## config.mk

```make
export PLATFORM = sky130hd
export DESIGN_NAME = jedro_1_csr_exec
export DESIGN_NICKNAME = d
export VERILOG_FILES = /design/src/rtl/jedro_1_csr_exec.sv
export SDC_FILE = /design/constraint.sdc
export NUM_CORES = 1
export LEC_CHECK = 0
export CORE_MARGIN = 2
export CORE_UTILIZATION = 45
export CTS_BUF_LIST = sky130_fd_sc_hd__clkbuf_8
export CTS_CLUSTER_DIAMETER = 60
export CTS_CLUSTER_SIZE = 30
export DETAILED_ROUTE_END_ITERATION = 8
export PLACE_DENSITY = 0.87
export SLEW_MARGIN = 20
export SYNTH_ARGS = -nofsm -noshare
export SYNTH_HDL_FRONTEND = slang
export SYNTH_SLANG_ARGS = --single-unit
export TNS_END_PERCENT = 5
```

## constraint.sdc

```tcl
create_clock -name clk_i -period 6.4 [get_ports clk_i]
set_input_delay 0.64 -clock clk_i [delete_from_list [all_inputs] [get_ports clk_i]]
set_output_delay 0.64 -clock clk_i [all_outputs]
set_load 0.1 [all_outputs]
```

## src/rtl/jedro_1_csr_exec.sv

```systemverilog
// jedro_1 CSR execution unit: read-modify-write sequencer
// sitting between decode and the CSR register file.
module jedro_1_csr_exec #(
  parameter int DATA_WIDTH     = 32,
  parameter int CSR_ADDR_WIDTH = 12,
  parameter int REG_ADDR_WIDTH = 5
) (
  input  logic                      clk_i,
  input  logic                      rst_i,
  input  logic                      req_valid_i,
  output logic                      req_ready_o,
  input  logic [2:0]                req_funct3_i,
  input  logic [CSR_ADDR_WIDTH-1:0] req_csr_addr_i,
  input  logic [REG_ADDR_WIDTH-1:0] req_rs1_addr_i,
  input  logic [DATA_WIDTH-1:0]     req_rs1_data_i,
  input  logic [REG_ADDR_WIDTH-1:0] req_rd_addr_i,
  output logic [CSR_ADDR_WIDTH-1:0] csr_addr_o,
  output logic [DATA_WIDTH-1:0]     csr_data_o,
  output logic                      csr_we_o,
  input  logic [DATA_WIDTH-1:0]     csr_data_i,
  output logic                      rsp_valid_o,
  input  logic                      rsp_ready_i,
  output logic [REG_ADDR_WIDTH-1:0] rsp_rd_addr_o,
  output logic [DATA_WIDTH-1:0]     rsp_rd_data_o,
  output logic                      rsp_rd_we_o,
  output logic                      rsp_illegal_o
);

  typedef enum logic [1:0] {
    IDLE,
    READ,
    WRITE,
    RESP
  } state_e;

  state_e state_q, state_d;

  logic [2:0]                funct3_q;
  logic [REG_ADDR_WIDTH-1:0] rs1_addr_q;
  logic [DATA_WIDTH-1:0]     rs1_data_q;
  logic [REG_ADDR_WIDTH-1:0] rd_q;
  logic [CSR_ADDR_WIDTH-1:0] csr_addr_q;

  logic [REG_ADDR_WIDTH-1:0] rsp_rd_addr_q;
  logic [DATA_WIDTH-1:0]     rsp_rd_data_q;
  logic                      rsp_rd_we_q;
  logic                      rsp_illegal_q;

  logic                  accept;
  logic                  wr_en;
  logic                  illegal;
  logic                  read_only;
  logic [DATA_WIDTH-1:0] src;
  logic [DATA_WIDTH-1:0] new_val;

  assign accept    = (state_q == IDLE) && req_valid_i;
  assign read_only = &csr_addr_q[CSR_ADDR_WIDTH-1 -: 2];

  // Operand selection, write-enable and legality decode
  always_comb begin
    src     = funct3_q[2]
            ? {{(DATA_WIDTH-REG_ADDR_WIDTH){1'b0}}, rs1_addr_q}
            : rs1_data_q;
    wr_en   = (funct3_q[1:0] == 2'b01) || (rs1_addr_q != '0);
    illegal = (funct3_q[1:0] == 2'b00) || (wr_en && read_only);
    new_val = src;
    unique case (funct3_q[1:0])
      2'b10:   new_val = csr_data_i | src;
      2'b11:   new_val = csr_data_i & ~src;
      default: new_val = src;
    endcase
  end

  // Next state and state-decoded outputs
  always_comb begin
    state_d     = state_q;
    req_ready_o = 1'b0;
    csr_we_o    = 1'b0;
    csr_data_o  = '0;
    rsp_valid_o = 1'b0;
    unique case (state_q)
      IDLE: begin
        req_ready_o = 1'b1;
        if (req_valid_i) state_d = READ;
      end
      READ: begin
        state_d = WRITE;
      end
      WRITE: begin
        csr_data_o = new_val;
        csr_we_o   = wr_en && !illegal;
        state_d    = RESP;
      end
      RESP: begin
        rsp_valid_o = 1'b1;
        if (rsp_ready_i) state_d = IDLE;
      end
      default: state_d = IDLE;
    endcase
  end

  // State register
  always_ff @(posedge clk_i or posedge rst_i) begin
    if (rst_i) state_q <= IDLE;
    else       state_q <= state_d;
  end

  // Request capture; the CSR address also drives the file port
  always_ff @(posedge clk_i or posedge rst_i) begin
    if (rst_i) begin
      funct3_q   <= '0;
      rs1_addr_q <= '0;
      rs1_data_q <= '0;
      rd_q       <= '0;
      csr_addr_q <= '0;
    end else if (accept) begin
      funct3_q   <= req_funct3_i;
      rs1_addr_q <= req_rs1_addr_i;
      rs1_data_q <= req_rs1_data_i;
      rd_q       <= req_rd_addr_i;
      csr_addr_q <= req_csr_addr_i;
    end
  end

  // Response latch at the end of WRITE, held through RESP
  always_ff @(posedge clk_i or posedge rst_i) begin
    if (rst_i) begin
      rsp_rd_addr_q <= '0;
      rsp_rd_data_q <= '0;
      rsp_rd_we_q   <= 1'b0;
      rsp_illegal_q <= 1'b0;
    end else if (state_q == WRITE) begin
      rsp_rd_addr_q <= rd_q;
      rsp_rd_data_q <= csr_data_i;
      rsp_rd_we_q   <= (rd_q != '0) && !illegal;
      rsp_illegal_q <= illegal;
    end
  end

  assign csr_addr_o    = csr_addr_q;
  assign rsp_rd_addr_o = rsp_rd_addr_q;
  assign rsp_rd_data_o = rsp_rd_data_q;
  assign rsp_rd_we_o   = rsp_rd_we_q;
  assign rsp_illegal_o = rsp_illegal_q;

endmodule

```

# == Word level (Yosys, flattened, before mapping) ==
# Cells that the tools add are included.
# op_classes
bitwise,3
n_eq_ne,8
n_reduce_logical,13
mux,9
# ops
op,count
two-way mux 32 bit,2
one-hot mux 32 bit (2 select lines),1
AND 32 bit,1
NOT 32 bit,1
bitwise OR 32 bit,1
nonzero test 5 bit,2
"== test 2 bit, second input constant",4
one-hot mux 2 bit (4 select lines),1
"== test 2 x 1 -> 1 bit, second input constant",2
logical AND 1 bit,4
logical NOT 2 bit,2
two-way mux 2 bit,2
"inequality test 2 bit, second input constant",2
AND reduction 2 bit,2
two-way mux 1 bit,3
logical OR 1 bit,2
logical NOT 1 bit,1
# totals
out_inout_bits,86
register_bits,98

# == Logic depth before layout (Yosys ltp) ==
# depth
word_depth,7
ltp_mapped,6

# == Least setup slack after synthesis ==
# Ideal clock, no wire load.
# synth_timing
path_type,reg2out
startpoint,register state_q[0]
endpoint,output port csr_data_o[0]
setup_slack_ns,3.213
path_buffers,2
t_arrival_ns,2.547
required_ns,5.760
path_stages_with_launch,7
cell_sequence,dfrtp_1 inv_1 ha_1 buf_2 clkbuf_1 o21ai_0 a21oi_1
# synth_between
elab_chain_cells,2
# synth_lines
element,line_no,text
from (decl),36,"state_e state_q, state_d;"
from (signal assigned),105,else state_q <= state_d;
== test 2 bit,81,unique case (state_q)
two-way mux 32 bit,81,
to (decl),18,"output logic [DATA_WIDTH-1:0] csr_data_o,"
# No other way between the ends.

# == Final worst setup path ==
# layout_timing
startpoint,register state_q[0]
endpoint,output port csr_data_o[16]
# The elaborated chain is that of the path after synthesis.

==> results.json <==
{
  "fin_cells": 679,
  "finalMaxSlewViolations": 0,
  "pin_count": 179,
  "syn-cell-area_mm2": 0.004644,
  "cts_resized": 0,
  "tns_ns": 0,
  "first_iter_violations": 135,
  "worstHoldPathCells": 1,
  "multi_input_area_mm2": 0.001974,
  "cap_violations": 0,
  "routed_wl_um": 11770,
  "crit_path_end_kind": "primary output",
  "ant_nets": 0,
  "synth_edf_count": 0,
  "cts_buffers": 9,
  "fill_cells": 770,
  "synthFlopType": "dfrtp_1",
  "maxSlewHeadroom_pct": 32.77,
  "hpwl_um": 8639,
  "worst_slew_pin_slew_ns": 1.005,
  "place_inst": 663,
  "synth-simple-area-share_pct": 7.301,
  "place.gp.congestion": 0.8361,
  "first_global_vias": 3686,
  "syn_inst": 370,
  "start_kind": "flip-flop",
  "clk_pin_slew_worst_paths_ns": 0.08,
  "grt_max_degree": 75,
  "synth.distinct_cells": 29,
  "yosys.area.top_type": "dfrtp_1",
  "timing.fmax_ghz": 0.2448,
  "cts.path.max_buffers": 2,
  "report.final.hold_viol_count": 0,
  "ys_seq_area_share_pct": 52.80,
  "num_vias": 3542,
  "criticalPathCategory": "flip-flop to primary output",
  "fin_crit_ns": 4.084,
  "status": "complete, no violations",
  "antenna_found_initial": 0,
  "cts_hold_buf": 0,
  "ys_top_cells_by_area": "dfrtp_1 53%, mux2_1 19%, mux2_2 3.6%, a21boi_1 3.4%, nand3b_1 3.4%",
  "htreeDepth": 3,
  "gr-total-overflow": 0,
  "final_nets": 634,
  "rr_worst_depth": 5,
  "chipHeight_um": 105.6,
  "synth_compound_area_share_pct": 10.18,
  "first_pass_iters": 4,
  "grt_pass1_wl_um": 18810,
  "cts_tree": "yes",
  "wire_per_inst_um": 17.34,
  "fp.coreArea_mm2": 0.01018,
  "final_cell_mix": "178 x clkdlybuf4s50_1, 98 x dfrtp_1, 80 x mux2_1, 25 x inv_1",
  "skew_ns": 0.006908,
  "synth_top_area_share_pct": 52.80,
  "drcViolationCount": 0,
  "rsz0062_at_grt": "no",
  "register_area_mm2": 0.002452,
  "worstPathMaxFanout": 53,
  "insertion_delay_ns": 0.36,
  "async_flop_share_pct": 100.0,
  "min_period_over_period_pct": 63.82,
  "synth_top_family_by_area": "multiplexers",
  "pre_cts_ws_ns": 2.676,
  "grtUsageTotal_pct": 21.72,
  "io_buffers": 178,
  "synth_fa_ha_area_share_pct": 0.8082,
  "syn_nets": 466,
  "cts_setup_buffers": 0,
  "dieArea_mm2": 0.01115,
  "fin_ws_ns": 2.316,
  "crit_required_ns": 5.76,
  "die_w_um": 105.6,
  "final_common_cell": "clkdlybuf4s50_1",
  "start_util_pct": 45.60,
  "num_rows": 37,
  "synth_seq_cells": 98,
  "critPathArrivalTime_ns": 3.44,
  "clk_root_buffer_cell": "clkbuf_8",
  "hold_path.class": "flip-flop to flip-flop",
  "syn_avg_cell_area_um2": 12.55,
  "setup_viol": 0,
  "synth_xor_area_share_pct": 0,
  "diodes": 0,
  "layout-drive-gt1-share_pct": 7.366,
  "cts_sinks": 98,
  "synthMuxAreaShare_pct": 24.11,
  "vias_per_cell": 5.216,
  "yosys_warnings": 0,
  "syn2layout_area_growth_pct": 45.66
}
final cells by class:
class / instances / area share (%)
clock inverters: 5 / 1.498
well taps: 136 / 2.515
flip-flops and latches: 98 / 36.25
inverters: 25 / 1.424
repair buffers: 183 / 26.89
multi-input cells: 221 / 29.18
clock buffers: 11 / 2.238
flip-flops by register name (all words and copies together) (netlist names):
name and cells:
state_q 2, rsp_illegal_o 1, csr_addr_o 12, rsp_rd_we_o 1
rsp_rd_addr_o 5, rsp_rd_data_o 32, rs1_addr_q 5, rs1_data_q 32
funct3_q 3, rd_q 5
metal layers:
metal,global-route usage [%],vias up,share of wire [%]
li1,-,1645,-
met1,26.98,1733,43
met2,36.68,147,48
met3,5.133,17,6.8
met4,8.459,0,2.0
met5,0,-,0
worst max-delay path, cell delays in order, from the launching register on:
cell,delay (ns)
dfrtp_1,0.41
inv_1,0.09
ha_2,0.49
buf_4,0.56
a21boi_1,0.32
clkdlybuf4s50_1,1.19
path summary, 6_finish.rpt:
path	slack, ns	endpoint	from
setup / recovery	2.32	csr_data_o[16]	state_q[0]
hold / removal	0.49	rsp_rd_data_o[13]	rsp_rd_data_o[13]
setup reg to reg	4.18	rs1_addr_q[4]	state_q[0]
hold reg to reg	0.49	rsp_rd_data_o[13]	rsp_rd_data_o[13]
max in group asynchronous	4.56	rs1_data_q[11]	rst_i
min in group asynchronous	0.60	rs1_data_q[20]	rst_i
cell usage after synthesis, types with 3 or more instances:
cell and count:
dfrtp_1 98, mux2_1 80, inv_1 25, a21boi_1 21, nand3b_1 21, o211ai_1 21
mux2_2 15, buf_2 13, a21oi_1 8, nand2_1 8, nor2b_1 8, clkbuf_1 7
nand2b_1 7, a32oi_1 6, o21ai_0 6, mux2i_1 5, buf_4 4, ha_1 3
per-stage QoR:
stage                     area (um2)  utilization [%]  hold slack, ns
final                           6765            66.43          0.4908
after CTS                       6765            66.43          0.4937
after floorplan                 4644                -          0.4635
after global routing            6765            66.43          0.5059
after detailed placement        6513            63.94          0.4740
after global placement          6513            63.94          0.4667
logic make-up after synthesis:
logic type                 after synthesis
muxes                                  100
DFF                                     98
AOI/OAI and AO/OA                       66
and+or+nand+nor                         52
buffers and inverters                   51
adders and majority gates                3
Power is not shown: default switching activity piles up to over one toggle a cycle in this logic, so the estimate is an artifact.
